`src/rtl/bcd_time_base.sv`:
```
// ---------------------------------------------------------------------------
// bcd_time_base
//
// Time-keeping core for the digital clock. A prescaler divides clk_1kHz down
// to a once-per-second advance. A BCD hh:mm:ss count is kept with no binary
// intermediate. The per-digit buses feed the hourly chime and the display.
// Hours and minutes can be set, and seconds cleared, through adj_mode and
// the adj_inc key.
//
// Parameters:
//   CLK_FREQ   clk_1kHz cycles per second (prescaler terminal = CLK_FREQ-1)
//   HOUR_MAX   BCD value of the last hour before the wrap to 00
//
// Ports:
//   clk_1kHz    in   system clock
//   rst         in   asynchronous reset, active-high
//   run_en      in   1 = time advances, 0 = prescaler and counters frozen
//   adj_mode    in   00 run, 01 set hours, 10 set minutes, 11 clear seconds
//   adj_inc     in   debounced increment key (level; rising edge used)
//   h_cntH/L    out  hours tens/units (BCD)
//   m_cntH/L    out  minutes tens/units (BCD)
//   s_cntH/L    out  seconds tens/units (BCD)
//   sec_tick    out  one-cycle pulse, coincident with each 1 s advance
//   hour_carry  out  one-cycle pulse when mm:ss wraps 59:59 -> 00:00
//   day_carry   out  one-cycle pulse when HOUR_MAX:59:59 wraps to 00:00:00
//
// All outputs are registered.
// ---------------------------------------------------------------------------
`timescale 1ns/1ps

module bcd_time_base #(
    parameter int         CLK_FREQ = 1000,
    parameter logic [7:0] HOUR_MAX = 8'h23
) (
    input  logic       clk_1kHz,
    input  logic       rst,
    input  logic       run_en,
    input  logic [1:0] adj_mode,
    input  logic       adj_inc,
    output logic [3:0] h_cntH,
    output logic [3:0] h_cntL,
    output logic [3:0] m_cntH,
    output logic [3:0] m_cntL,
    output logic [3:0] s_cntH,
    output logic [3:0] s_cntL,
    output logic       sec_tick,
    output logic       hour_carry,
    output logic       day_carry
);

    localparam int               PRE_W   = (CLK_FREQ > 1) ? $clog2(CLK_FREQ) : 1;
    localparam logic [PRE_W-1:0] PRE_MAX = PRE_W'(CLK_FREQ - 1);

    localparam logic [1:0] MODE_RUN      = 2'b00;
    localparam logic [1:0] MODE_SET_HOUR = 2'b01;
    localparam logic [1:0] MODE_SET_MIN  = 2'b10;
    localparam logic [1:0] MODE_CLR_SEC  = 2'b11;

    // BCD +1 for a 00..59 pair, wrapping 59 -> 00.
    function automatic logic [7:0] bcdInc59(input logic [7:0] v);
        logic [7:0] r;
        if (v[3:0] == 4'd9) begin
            if (v[7:4] == 4'd5) r = 8'h00;
            else                r = {v[7:4] + 4'd1, 4'd0};
        end else begin
            r = {v[7:4], v[3:0] + 4'd1};
        end
        return r;
    endfunction

    // BCD +1 for the hour pair, wrapping HOUR_MAX -> 00.
    function automatic logic [7:0] hourInc(input logic [7:0] v);
        logic [7:0] r;
        if (v == HOUR_MAX)        r = 8'h00;
        else if (v[3:0] == 4'd9)  r = {v[7:4] + 4'd1, 4'd0};
        else                      r = {v[7:4], v[3:0] + 4'd1};
        return r;
    endfunction

    logic [PRE_W-1:0] prescaleCnt;
    logic [PRE_W-1:0] prescaleNext;
    logic             adjIncQ;
    logic             edgeArmed;
    logic             incPulse;
    logic             running;
    logic             secEnd;

    logic [7:0] hours, minutes, seconds;
    logic [7:0] hoursNext, minutesNext, secondsNext;
    logic       secTickNext, hourCarryNext, dayCarryNext;

    assign hours   = {h_cntH, h_cntL};
    assign minutes = {m_cntH, m_cntL};
    assign seconds = {s_cntH, s_cntL};

    // edgeArmed stays low for the first edge after reset so that a key held
    // through reset release is not seen as a fresh press.
    assign incPulse = adj_inc & ~adjIncQ & edgeArmed;
    assign running  = run_en && (adj_mode == MODE_RUN);
    assign secEnd   = running && (prescaleCnt == PRE_MAX);

    always_comb begin
        prescaleNext = prescaleCnt;
        if (adj_mode == MODE_CLR_SEC) begin
            prescaleNext = '0;
        end else if (running) begin
            prescaleNext = secEnd ? '0 : prescaleCnt + 1'b1;
        end
    end

    always_comb begin
        hoursNext     = hours;
        minutesNext   = minutes;
        secondsNext   = seconds;
        secTickNext   = 1'b0;
        hourCarryNext = 1'b0;
        dayCarryNext  = 1'b0;
        case (adj_mode)
            MODE_RUN: begin
                if (secEnd) begin
                    secTickNext = 1'b1;
                    secondsNext = bcdInc59(seconds);
                    if (seconds == 8'h59) begin
                        minutesNext = bcdInc59(minutes);
                        if (minutes == 8'h59) begin
                            hourCarryNext = 1'b1;
                            dayCarryNext  = (hours == HOUR_MAX);
                            hoursNext     = hourInc(hours);
                        end
                    end
                end
            end
            MODE_SET_HOUR: begin
                if (incPulse) hoursNext = hourInc(hours);
            end
            MODE_SET_MIN: begin
                // Setting minutes never ripples into the hours.
                if (incPulse) minutesNext = bcdInc59(minutes);
            end
            MODE_CLR_SEC: begin
                secondsNext = 8'h00;
            end
            default: ;
        endcase
    end

    always_ff @(posedge clk_1kHz or posedge rst) begin
        if (rst) begin
            prescaleCnt <= '0;
            adjIncQ     <= 1'b0;
            edgeArmed   <= 1'b0;
            h_cntH      <= '0;
            h_cntL      <= '0;
            m_cntH      <= '0;
            m_cntL      <= '0;
            s_cntH      <= '0;
            s_cntL      <= '0;
            sec_tick    <= 1'b0;
            hour_carry  <= 1'b0;
            day_carry   <= 1'b0;
        end else begin
            prescaleCnt <= prescaleNext;
            adjIncQ     <= adj_inc;
            edgeArmed   <= 1'b1;
            h_cntH      <= hoursNext[7:4];
            h_cntL      <= hoursNext[3:0];
            m_cntH      <= minutesNext[7:4];
            m_cntL      <= minutesNext[3:0];
            s_cntH      <= secondsNext[7:4];
            s_cntL      <= secondsNext[3:0];
            sec_tick    <= secTickNext;
            hour_carry  <= hourCarryNext;
            day_carry   <= dayCarryNext;
        end
    end

endmodule

```
`config.mk`:
```
export PLATFORM = sky130hd
export DESIGN_NAME = bcd_time_base
export DESIGN_NICKNAME = d
export VERILOG_FILES = /design/src/rtl/bcd_time_base.sv
export SDC_FILE = /design/constraint.sdc
export NUM_CORES = 1
export LEC_CHECK = 0
export BUFFER_PORTS_ARGS = -buffer_cell sky130_fd_sc_hd__buf_4
export CORE_ASPECT_RATIO = 1.5
export CORE_MARGIN = 10
export CORE_UTILIZATION = 40
export CTS_CLUSTER_DIAMETER = 60
export CTS_CLUSTER_SIZE = 20
export DETAILED_ROUTE_END_ITERATION = 10
export SKIP_LAST_GASP = 1
export SLEW_MARGIN = 20
export SYNTH_ARGS = -nofsm -noshare
export SYNTH_HDL_FRONTEND = slang
export SYNTH_SLANG_ARGS = --single-unit
```
`constraint.sdc`:
```
create_clock -name clk_1kHz -period 3.2 [get_ports clk_1kHz]
set_clock_uncertainty 0.15 [all_clocks]
set_input_delay 0.96 -clock clk_1kHz [delete_from_list [all_inputs] [get_ports clk_1kHz]]
set_output_delay 0.96 -clock clk_1kHz [all_outputs]
set_load 0.01 [all_outputs]
```
## After elaboration in Yosys (flattened, before gate mapping)

Cells that the tools add are included.

| word-level totals | value |
|---|---|
| logic and storage cells | 81 |
| input port bits | 6 |
| output and inout bits | 27 |
| register bits | 39 |

| cells by class | value |
|---|---|
| mux-type cells | 30 |
| bitwise operators | 3 |
| reductions and logical operators | 11 |
| equality and inequality tests | 18 |
| add/subtract/negate cells | 7 |

Operator list:

| cell | count |
|---|---|
| $mux 8 | 14 |
| $pmux 8 s2 | 3 |
| $mux 10 | 3 |
| $add 4x1->4 const B | 6 |
| $eq 8x7->1 const B | 2 |
| $eq 4x4->1 const B | 3 |
| $add 10x1->10 const B | 1 |
| $eq 10x10->1 const B | 1 |
| $mux 1 | 10 |
| $eq 4x3->1 const B | 2 |
| $eq 8x6->1 const B | 1 |
| $reduce_bool 2->1 | 4 |
| $ne 2x1->1 const B | 3 |
| $ne 2x2->1 const B | 3 |
| $reduce_and 5->1 | 1 |
| $eq 2x2->1 const B | 2 |
| $reduce_and 4->1 | 1 |
| $reduce_and 3->1 | 1 |
| $and 1x1->1 | 2 |
| $eq 2x1->1 const B | 1 |
| $logic_and 1x1->1 | 2 |
| $logic_not 2->1 | 1 |
| $reduce_and 2->1 | 1 |
| $not 1->1 | 1 |

## Depth between registers and ports, before layout

Gate-level depths: netlist (run 1).

| depth | value |
|---|---|
| depth in word-level cells | 7 |
| depth in mapped cells | 7 |
| gate-level depth less buffers | 7 |

## Worst setup path after synthesis (run 1)

OpenSTA, ideal clock, no wires.

| timing path | value |
|---|---|
| path type | input to register |
| from | input port adj_mode[1] |
| to | register m_cntH[1] |
| setup time | 0.125 ns |
| cell stages on the path | 4 |
| path buffers | 1 |
| data arrival time | 2.241 ns |
| path slack | 0.684 ns |
| path through | buf_2 -> o31a_1 -> or4b_4 -> mux2_4 |

| on the way | value |
|---|---|
| longest elaborated chain between the ends | 5 |

Ends and longest elaborated chain:

| item | line | source |
|---|---|---|
| start, declared | 38 | `input logic [1:0] adj_mode,` |
| $logic_not 2->1 | 99, 118 |  |
| $logic_and 1x1->1 | 99 | `assign running = run_en && (adj_mode == MODE_RUN);` |
| $logic_and 1x1->1 | 100 | `assign secEnd = running && (prescaleCnt == PRE_MAX);` |
| $ne 2x2->1 (no line) | - |  |
| $reduce_and 4->1 (no line) | - |  |
| end signal, assigned | 167 | `m_cntH <= minutesNext[7:4];` |
| end, declared | 42 | `output logic [3:0] m_cntH,` |

Parallel ways exist; a longest one is shown, timed or not.
A chain may end at the register's enable or synchronous reset.

## Final worst setup path (run 1)

| timing path | value |
|---|---|
| from | input port adj_mode[0] |
| to | register s_cntL[2] |

| on the way | value |
|---|---|
| longest elaborated chain between the ends | 5 |

Ends and longest elaborated chain:

| item | line | source |
|---|---|---|
| $logic_not 2->1 | 99, 118 |  |
| $logic_and 1x1->1 | 99 |  |
| $logic_and 1x1->1 | 100 |  |
| $ne 2x2->1 (no line) | - |  |
| $reduce_and 2->1 (no line) | - |  |
| end signal, assigned | 170 | `s_cntL <= secondsNext[3:0];` |
| end, declared | 45 | `output logic [3:0] s_cntL,` |

Parallel ways exist; a longest one is shown, timed or not.

==> results of run 1 <==
[registers in the layout, indices dropped and copies added (netlist names)]
register and cells:
h_cntH 4, s_cntH 4, sec_tick 1, m_cntH 4, day_carry 1, m_cntL 4, s_cntL 4, adjIncQ 1
edgeArmed 1, hour_carry 1, prescaleCnt 10, h_cntL 4
[cells in the mapped netlist (5+ instances only)]
master   count
dfrtp_1     39
nand2_1     23
o21ai_0     18
a21oi_1     13
inv_1       11
nor2_1      10
ha_1         9
nand3_1      9
and3_1       7
or3_1        6
xnor2_1      6
nor2b_1      5
nor3_1       5
[cells by family after synthesis]
| kind of cell | count (synthesis) | share of synthesized area (%) |
|---|---|---|
| compound gates | 51 | 14.5 |
| xor+xnor | 7 | 2.85 |
| buf+inv | 15 | 2.73 |
| flops | 39 | 45.3 |
| other cells | 1 | 0.174 |
| simple gates | 95 | 27.9 |
| fa+ha+maj | 9 | 5.23 |
| mux | 2 | 1.22 |
[through the flow]
step,std cells,utilization (%)
3_3_place_gp,319,48.2
5_1_grt,327,50.5
6_report,327,50.5
4_1_cts,327,50.5
3_5_place_dp,319,48.2
2_1_floorplan,219,-
[report_power, final]
part           switching [uW]  leakage, uW  internal (uW)  total (uW)
clock network             173    0.0000612            252         425
registers                43.0     0.000527            523         566
logic                    77.4     0.000598           75.5         153
[worst max-delay path by stage]
stage	from	end	slack (ns)	cells after the start
floorplan	adj_mode[1]	m_cntH[1]	0.68	4
global placement	adj_mode[0]	s_cntL[2]	0.57	6
detailed placement	adj_mode[0]	s_cntL[2]	0.54	6
CTS	adj_mode[0]	s_cntL[2]	0.79	6
global route	adj_mode[0]	s_cntL[2]	0.51	6
finish	adj_mode[0]	s_cntL[2]	0.79	6
[final cells by class]
class                           instances  area [sq um]
Inverter                               11          41.3
Clock buffer                            6          82.6
Clock inverter                          2          35.0
Tap cell                               68          85.1
Sequential cell                        39           976
Fill cell                             473          2560
Multi-Input combinational cell        165          1120
Timing Repair Buffer                   36           270
[critical path, delay by kind of cell]
family | cells | cell delay (ns)
AO/OA/AOI/OAI | 1 | 0.17
buffers and inverters | 1 | 0.15
AND/OR/NAND/NOR | 4 | 1.18
[per-layer routing]
| metal | vias up | global-route usage (%) | wire [um] |
|---|---|---|---|
| li1 | 878 | - | - |
| met1 | 833 | 12.2 | 1890 |
| met2 | 29 | 20.7 | 2520 |
| met3 | 8 | 3.76 | 272 |
| met4 | 0 | 4.17 | 67 |
| met5 | - | 0 | 0 |
==> results_dict.tcl, run 1 <==
set metrics [dict create \
    outcome "complete, no violations" \
    holdPathEnd "m_cntH[0]" \
    wire_per_inst_um 14.5 \
    grt_pass1_vias 1760 \
    wirelength_mm 4.75 \
    grt.total_usage_pct 11.5 \
    root_buffer "clkbuf_8" \
    numClockSinks 39 \
    cts_inserted_buffers 5 \
    total_power_uw 1140 \
    syn_avg_cell_area_sq_um 9.83 \
    synth.distinct_cells 51 \
    async_reset_ff_share_pct 100 \
    preCtsSetupSlack_ns 0.536 \
    rows 32 \
    path_class "in -> reg" \
    synthCells 219 \
    tritoncts "done" \
    max_slew_margin_pct 51.6 \
    core_sq_um 5160 \
    crit_required_ns 3.26 \
    first_iter_violations 77 \
    slew_violations 0 \
    cts_setup_buffers 0 \
    clkTransAtPathRegs_ns 0.07 \
    nNetsFinal 273 \
    hold_viol_final 0 \
    synth_area_sq_um 2150 \
    hp-class "reg -> reg" \
    route.vias.total 1748 \
    hpwlAfterDp_mm 3.58 \
    antenna_found_initial 0 \
    dr.pass1.iters 4 \
    syn_nets 234 \
    timing.fmax_ghz 0.415 \
    setup-tns-final_ns 0 \
    cp_max_fo 11 \
    rsz0062_at_grt "false" \
    place.gp.congestion 0.790 \
    rrSetupSlack_ns 0.93 \
    clock_path_buffers 2 \
    syn2layout_area_growth_pct 21.2 \
    cts_htree_levels 2 \
    powerDensity_nw_per_um2 439 \
    rr_endpoint "h_cntH[3]" \
    grt_overflow 0 \
    timing.hold.ws_ns 0.374 \
    dpl_cell_area_sq_um 2490 \
    start_util_pct 41.7 \
    synth_top_area_share_pct 45.3 \
    yosysSeqAreaShare_pct 45.3 \
    tightest_slew_ns 0.717 \
    ctsHoldBuffers 0 \
    n_antenna_cell 0 \
    yosys.area.top_type "dfrtp_1" \
    finalSetupViolations 0 \
    postCtsResizedCells 0 \
    final_common_cell "dfrtp_1" \
    final_cell_mix "dfrtp_1, buf_4, nand2_1, o21ai_0, a21oi_1" \
    min_from "m_cntH[0]" \
    drive_gt1_share_pct 20.5 \
    cp_cell_sequence "buf_4 > nor2_1 > nor4b_2 > nand2_1 > or3_1 > a21oi_1" \
    vias_per_cell 5.35 \
    clk-insertion-delay-late_ns 0.29 \
    port_buffers 32 \
    yosys_warnings 0 \
    worst_slack_ns 0.789 \
    cp_slowest_cell "nor4b_2" \
    ios 33 \
    drv_cap 0 \
    vdd_drop_max_v 0.000216 \
    synth-seq-cells 39 \
    final_area_sq_um 2610 \
    arrival_ns 2.47 \
    route.detailed.drc 0 \
    ant_nets 0 \
    fp.dieH_um 110 \
    die_width_um 79.9 \
    min_path_cells 1 \
    end_kind "flip-flop" \
    final.min_clock_period_ns 2.41 \
    finalCritPeriodShare_pct 75.4 \
    worstReg2RegStart "s_cntH[0]" \
    synth-main-ff-cell "dfrtp_1" \
    die-area_sq_um 8780 \
    slowest_delay_ns 0.46 \
    leakagePower_uw 0.00119 \
    reg2reg_depth 6 \
    grt_max_degree 40 \
    synthTopCellsByArea "dfrtp_1, ha_1, o21ai_0" \
    synth_edf_count 0 \
    startpoint_type "input pin" \
    grt_first_pass_wirelength_mm 8.21 \
]
No activity file was read; power rests on OpenSTA's default activity.
==> run 2, diff against run 1 <==
==> constraint.sdc (replaced) <==
create_clock -name clk_1kHz -period 2.3 [get_ports clk_1kHz]
set_clock_uncertainty 0.15 [all_clocks]
set_input_delay 0.69 -clock clk_1kHz [delete_from_list [all_inputs] [get_ports clk_1kHz]]
set_output_delay 0.69 -clock clk_1kHz [all_outputs]
set_load 0.01 [all_outputs]
==> run 2 against run 1 <==
Non-clock buffer count increased by 22. Power increased by 40%. Design area increased by 6.3%. Highest routed layer unchanged. Sequential share of layout area decreased by 2.2 points. Critical path depth unchanged. Clock power increased by 38%. Final cell count increased by 6.7%. Setup slack got worse by 0.69 ns.
==> results_dict.tcl, run 2 (synthesis results as in run 1) <==
set metrics [dict create \
    setup-tns-final_ns 0 \
    die-area_sq_um 8780 \
    arrival_ns 2.22 \
    route.detailed.drc 0 \
    start_util_pct 41.7 \
    wirelength_mm 4.97 \
    core_sq_um 5160 \
    dr.pass1.iters 4 \
    rrSetupSlack_ns 0.10 \
    crit_path_start "s_cntL[1]" \
    route.vias.total 1799 \
    clk-insertion-delay-late_ns 0.29 \
    hpwlAfterDp_mm 3.77 \
    wire_per_inst_um 14.2 \
    slew_violations 0 \
    root_buffer "clkbuf_8" \
    place.gp.congestion 0.780 \
    grt_pass1_vias 1836 \
    timing.hold.ws_ns 0.371 \
    ctsHoldBuffers 0 \
    final.min_clock_period_ns 2.20 \
    powerDensity_nw_per_um2 576 \
    cp_slowest_cell "or4b_4" \
    leakagePower_uw 0.00130 \
    crit_required_ns 2.33 \
    outcome "complete, no violations" \
    rsz0062_at_grt "false" \
    path_class "reg -> reg" \
    max_slew_margin_pct 66.1 \
    numClockSinks 39 \
    final_common_cell "buf_4" \
    drive_gt1_share_pct 26.7 \
    reg2reg_depth 6 \
    path_depth 6 \
    grt_max_degree 40 \
    fp.dieH_um 110 \
    end_kind "flip-flop" \
    finalSetupViolations 0 \
    drv_cap 0 \
    postCtsResizedCells 0 \
    hp-class "in -> async" \
    nNetsFinal 295 \
    tightest_slew_ns 0.508 \
    largest_reg_flops 10 \
    nFillCells 468 \
    cts_inserted_buffers 5 \
    cts_htree_levels 2 \
    crit_buf_inv 1 \
    slowest_delay_ns 0.51 \
    vdd_drop_max_v 0.000311 \
    rr_endpoint "m_cntH[1]" \
    vias_per_cell 5.15 \
    timing.fmax_ghz 0.455 \
    syn2layout_area_growth_pct 28.8 \
    startpoint_type "flip-flop" \
    port_buffers 32 \
    grt_overflow 0 \
    final_cell_mix "buf_4, dfrtp_1, nand2_1, o21ai_0, a21oi_1" \
    die_width_um 79.9 \
    ios 33 \
    ant_nets 0 \
    rows 32 \
    hold_viol_final 0 \
    regMostFlops "prescaleCnt" \
    critPathCapture "m_cntH[1]" \
    grt_first_pass_wirelength_mm 8.35 \
    cp_cell_sequence "inv_1 > ha_1 > nand3b_1 > o31a_1 > or4b_4 > mux2_4" \
    finalCritPeriodShare_pct 95.5 \
    tritoncts "done" \
    first_iter_violations 70 \
    cp_max_fo 3 \
    clock_path_buffers 2 \
    critPathTopFamily "simple AND/OR/NAND/NOR gates" \
    n_antenna_cell 0 \
    cts_setup_buffers 0 \
    grt.total_usage_pct 11.8 \
    worstReg2RegStart "s_cntL[1]" \
    clkTransAtPathRegs_ns 0.07 \
    antenna_found_initial 0 \
]
-- run 2: area by class of cell --
| cell class | instances | area, sq um | share of cell area [%] |
|---|---|---|---|
| Clock buffer | 6 | 82.6 | 2.98 |
| Clock inverter | 2 | 35.0 | 1.26 |
| Inverter | 11 | 41.3 | 1.49 |
| Multi-Input combinational cell | 165 | 1120 | 40.3 |
| Sequential cell | 39 | 976 | 35.2 |
| Tap cell | 68 | 85.1 | 3.07 |
| Timing Repair Buffer | 58 | 435 | 15.7 |
-- run 2: power breakdown --
group	leakage, uW	internal (uW)	total, uW	switching [uW]
Combinational	0.000711	112	220	109
Sequential	0.000527	728	789	61.1
Clock	0.0000612	351	588	237
-- run 2: worst min path at each step --
stage	to	slack [ns]	cells past startpoint
finish	m_cntL[0]	0.37	3
global route	adjIncQ	0.36	1
CTS	adjIncQ	0.37	1
detailed placement	prescaleCnt[1]	0.37	2
global placement	prescaleCnt[1]	0.36	2
floorplan	prescaleCnt[1]	0.34	2
-- run 2: tightest hold or removal path, cell delays in order --
cell	delay [ns]
buf_4	0.11
inv_1	0.04
buf_4	0.42
-- run 2: per-layer routing --
metal,share of wire (%),global-route usage [%],routed length (um)
met5,0,0,0
met4,1.2,4.17,60
met3,5.3,4.00,261
met2,53,21.6,2640
met1,40,12.0,2010
-- run 2: metrics by stage --
step	instance area [sq um]	util [%]	setup WS, ns	instances	total power [uW]
after floorplan	2150	-	0.0539	219	913
after global placement	2660	51.4	0.0369	341	1030
after detailed placement	2660	51.4	0.0171	341	1030
after CTS	2770	53.7	0.0911	349	1630
after global routing	2770	53.7	0.000594	349	1690
final	2770	53.7	0.103	349	1600
==> run 3, diff against run 2 <==
--- a/config.mk
+++ b/config.mk
@@ -8,7 +8,7 @@
 export BUFFER_PORTS_ARGS = -buffer_cell sky130_fd_sc_hd__buf_4
 export CORE_ASPECT_RATIO = 1.5
 export CORE_MARGIN = 10
-export CORE_UTILIZATION = 40
+export CORE_UTILIZATION = 35
 export CTS_CLUSTER_DIAMETER = 60
 export CTS_CLUSTER_SIZE = 20
 export DETAILED_ROUTE_END_ITERATION = 10
==> run 3 against run 2 <==
Clock-buffer cell count is the same. Combinational power is essentially flat. Sequential power is essentially flat. Critical path type unchanged. Largest power group unchanged. Highest routed layer unchanged.
==> results_dict.tcl, run 3 (synthesis results as in run 1) <==
set metrics [dict create \
    multiInputGateArea_sq_um 1130 \
    grt_max_degree 40 \
    n_antenna_cell 0 \
    dr.pass1.iters 4 \
    vias_per_cell 5.21 \
    ant_nets 0 \
    antenna_found_initial 0 \
    cts_htree_levels 2 \
    max_slew_margin_pct 66.3 \
    dpl_cell_area_sq_um 2660 \
    route.detailed.drc 0 \
    fp.dieH_um 116 \
    total_power_uw 1610 \
    final.min_clock_period_ns 2.20 \
    port_buffers 32 \
    wire_per_inst_um 14.6 \
    wirelength_mm 5.17 \
    grt_first_pass_wirelength_mm 9.16 \
    top_layer "met4" \
    reg2reg_depth 6 \
    finalNonFillerCells 354 \
    ios 33 \
    dr_wl_met2_mm 2.75 \
    syn2layout_area_growth_pct 29.8 \
    critPathTopFamily "simple AND/OR/NAND/NOR gates" \
    root_buffer "clkbuf_8" \
    grt_pass1_vias 1923 \
    cp_cell_sequence "inv_1 > ha_1 > nand3b_1 > o31a_1 > or4b_4 > mux2_4" \
    hpwlAfterDp_mm 3.84 \
    place.gp.congestion 0.827 \
    cp_max_fo 3 \
    numClockSinks 39 \
    final_common_cell "buf_4" \
    grt_overflow 0 \
    final_core_util_pct 47.6 \
    clkTransAtPathRegs_ns 0.08 \
    drive_gt1_share_pct 27.0 \
    setup-tns-final_ns 0 \
    outcome "complete, no violations" \
    vdd_drop_max_v 0.000270 \
    final_area_sq_um 2800 \
    hold_viol_final 0 \
    rr_endpoint "m_cntH[1]" \
    path_class "reg -> reg" \
    crit_required_ns 2.33 \
    die_width_um 84.0 \
    startpoint_type "flip-flop" \
    leakagePower_uw 0.00132 \
    drv_cap 0 \
    dp_cells 345 \
    grt.total_usage_pct 11.2 \
    end_kind "flip-flop" \
    regMostFlops "prescaleCnt" \
    tightest_slew_ns 0.506 \
    finalSetupViolations 0 \
    slew_violations 0 \
    crit_buf_inv 1 \
    arrival_ns 2.23 \
    powerDensity_nw_per_um2 577 \
    route.met3.wl_um 185 \
    slowest_delay_ns 0.51 \
    cp_slowest_cell "or4b_4" \
    tritoncts "done" \
    cts_inserted_buffers 5 \
    core_sq_um 5870 \
    clk-insertion-delay-late_ns 0.30 \
    regArea_sq_um 976 \
    ctsHoldBuffers 0 \
    hp-class "in -> async" \
    rrSetupSlack_ns 0.1 \
    rsz0062_at_grt "true" \
    path_depth 6 \
    nFillCells 578 \
    route.vias.total 1845 \
    nNetsFinal 296 \
    worstReg2RegStart "s_cntL[1]" \
    rows 34 \
    wl_met1_mm 2.16 \
    clock_path_buffers 2 \
    first_iter_violations 82 \
    finalCritPeriodShare_pct 95.7 \
    final_cell_mix "buf_4, dfrtp_1, nand2_1, o21ai_0, a21oi_1" \
    start_util_pct 36.7 \
    largest_reg_flops 10 \
    timing.fmax_ghz 0.454 \
    die-area_sq_um 9750 \
]
==> run 3: tightest hold or removal path: stages <==
cell,delay [ns]
buf_4,0.10
inv_1,0.04
buf_4,0.43
==> run 3: routing by layer <==
layer	global-route usage, %	up-vias
met1	12.0	899
met3	2.95	5
met4	4.14	0
li1	-	916
met2	20.5	25
met5	0	-
==> run 3: how the worst max path moves through the flow <==
stage | startpoint | endpoint | slack, ns
floorplan | adj_mode[1] | m_cntH[1] | 0.05
global placement | run_en | m_cntH[1] | 0.05
detailed placement | run_en | m_cntH[1] | 0.03
CTS | s_cntH[1] | m_cntH[1] | 0.1
global route | s_cntL[1] | m_cntH[1] | -0.03
finish | s_cntL[1] | m_cntH[1] | 0.1
==> run 3: repair_timing <==
item	CTS	global route
setup buffers	0	1
gates resized for setup	0	1
endpoints found under the setup margin	0	3
==> run 3: through the flow <==
step / hold slack [ns] / setup slack (ns)
5_1_grt: 0.364 / -0.0321
2_1_floorplan: 0.340 / 0.0539
3_3_place_gp: 0.362 / 0.0466
6_report: 0.370 / 0.0991
3_5_place_dp: 0.371 / 0.0274
4_1_cts: 0.364 / 0.0999
==> run 3: final cells by class <==
type	instances	share of cell area [%]
inverter	11	1.48
tap	72	3.22
multi-input combinational	165	40.3
clock buffer	6	2.95
sequential	39	34.9
timing repair buffer	59	15.8
clock inverter	2	1.25
==> run 3: where the power goes <==
part | internal (uW) | leakage [uW] | switching, uW
registers | 728 | 0.000527 | 63.5
clock network | 351 | 0.0000612 | 251
logic | 112 | 0.000731 | 109
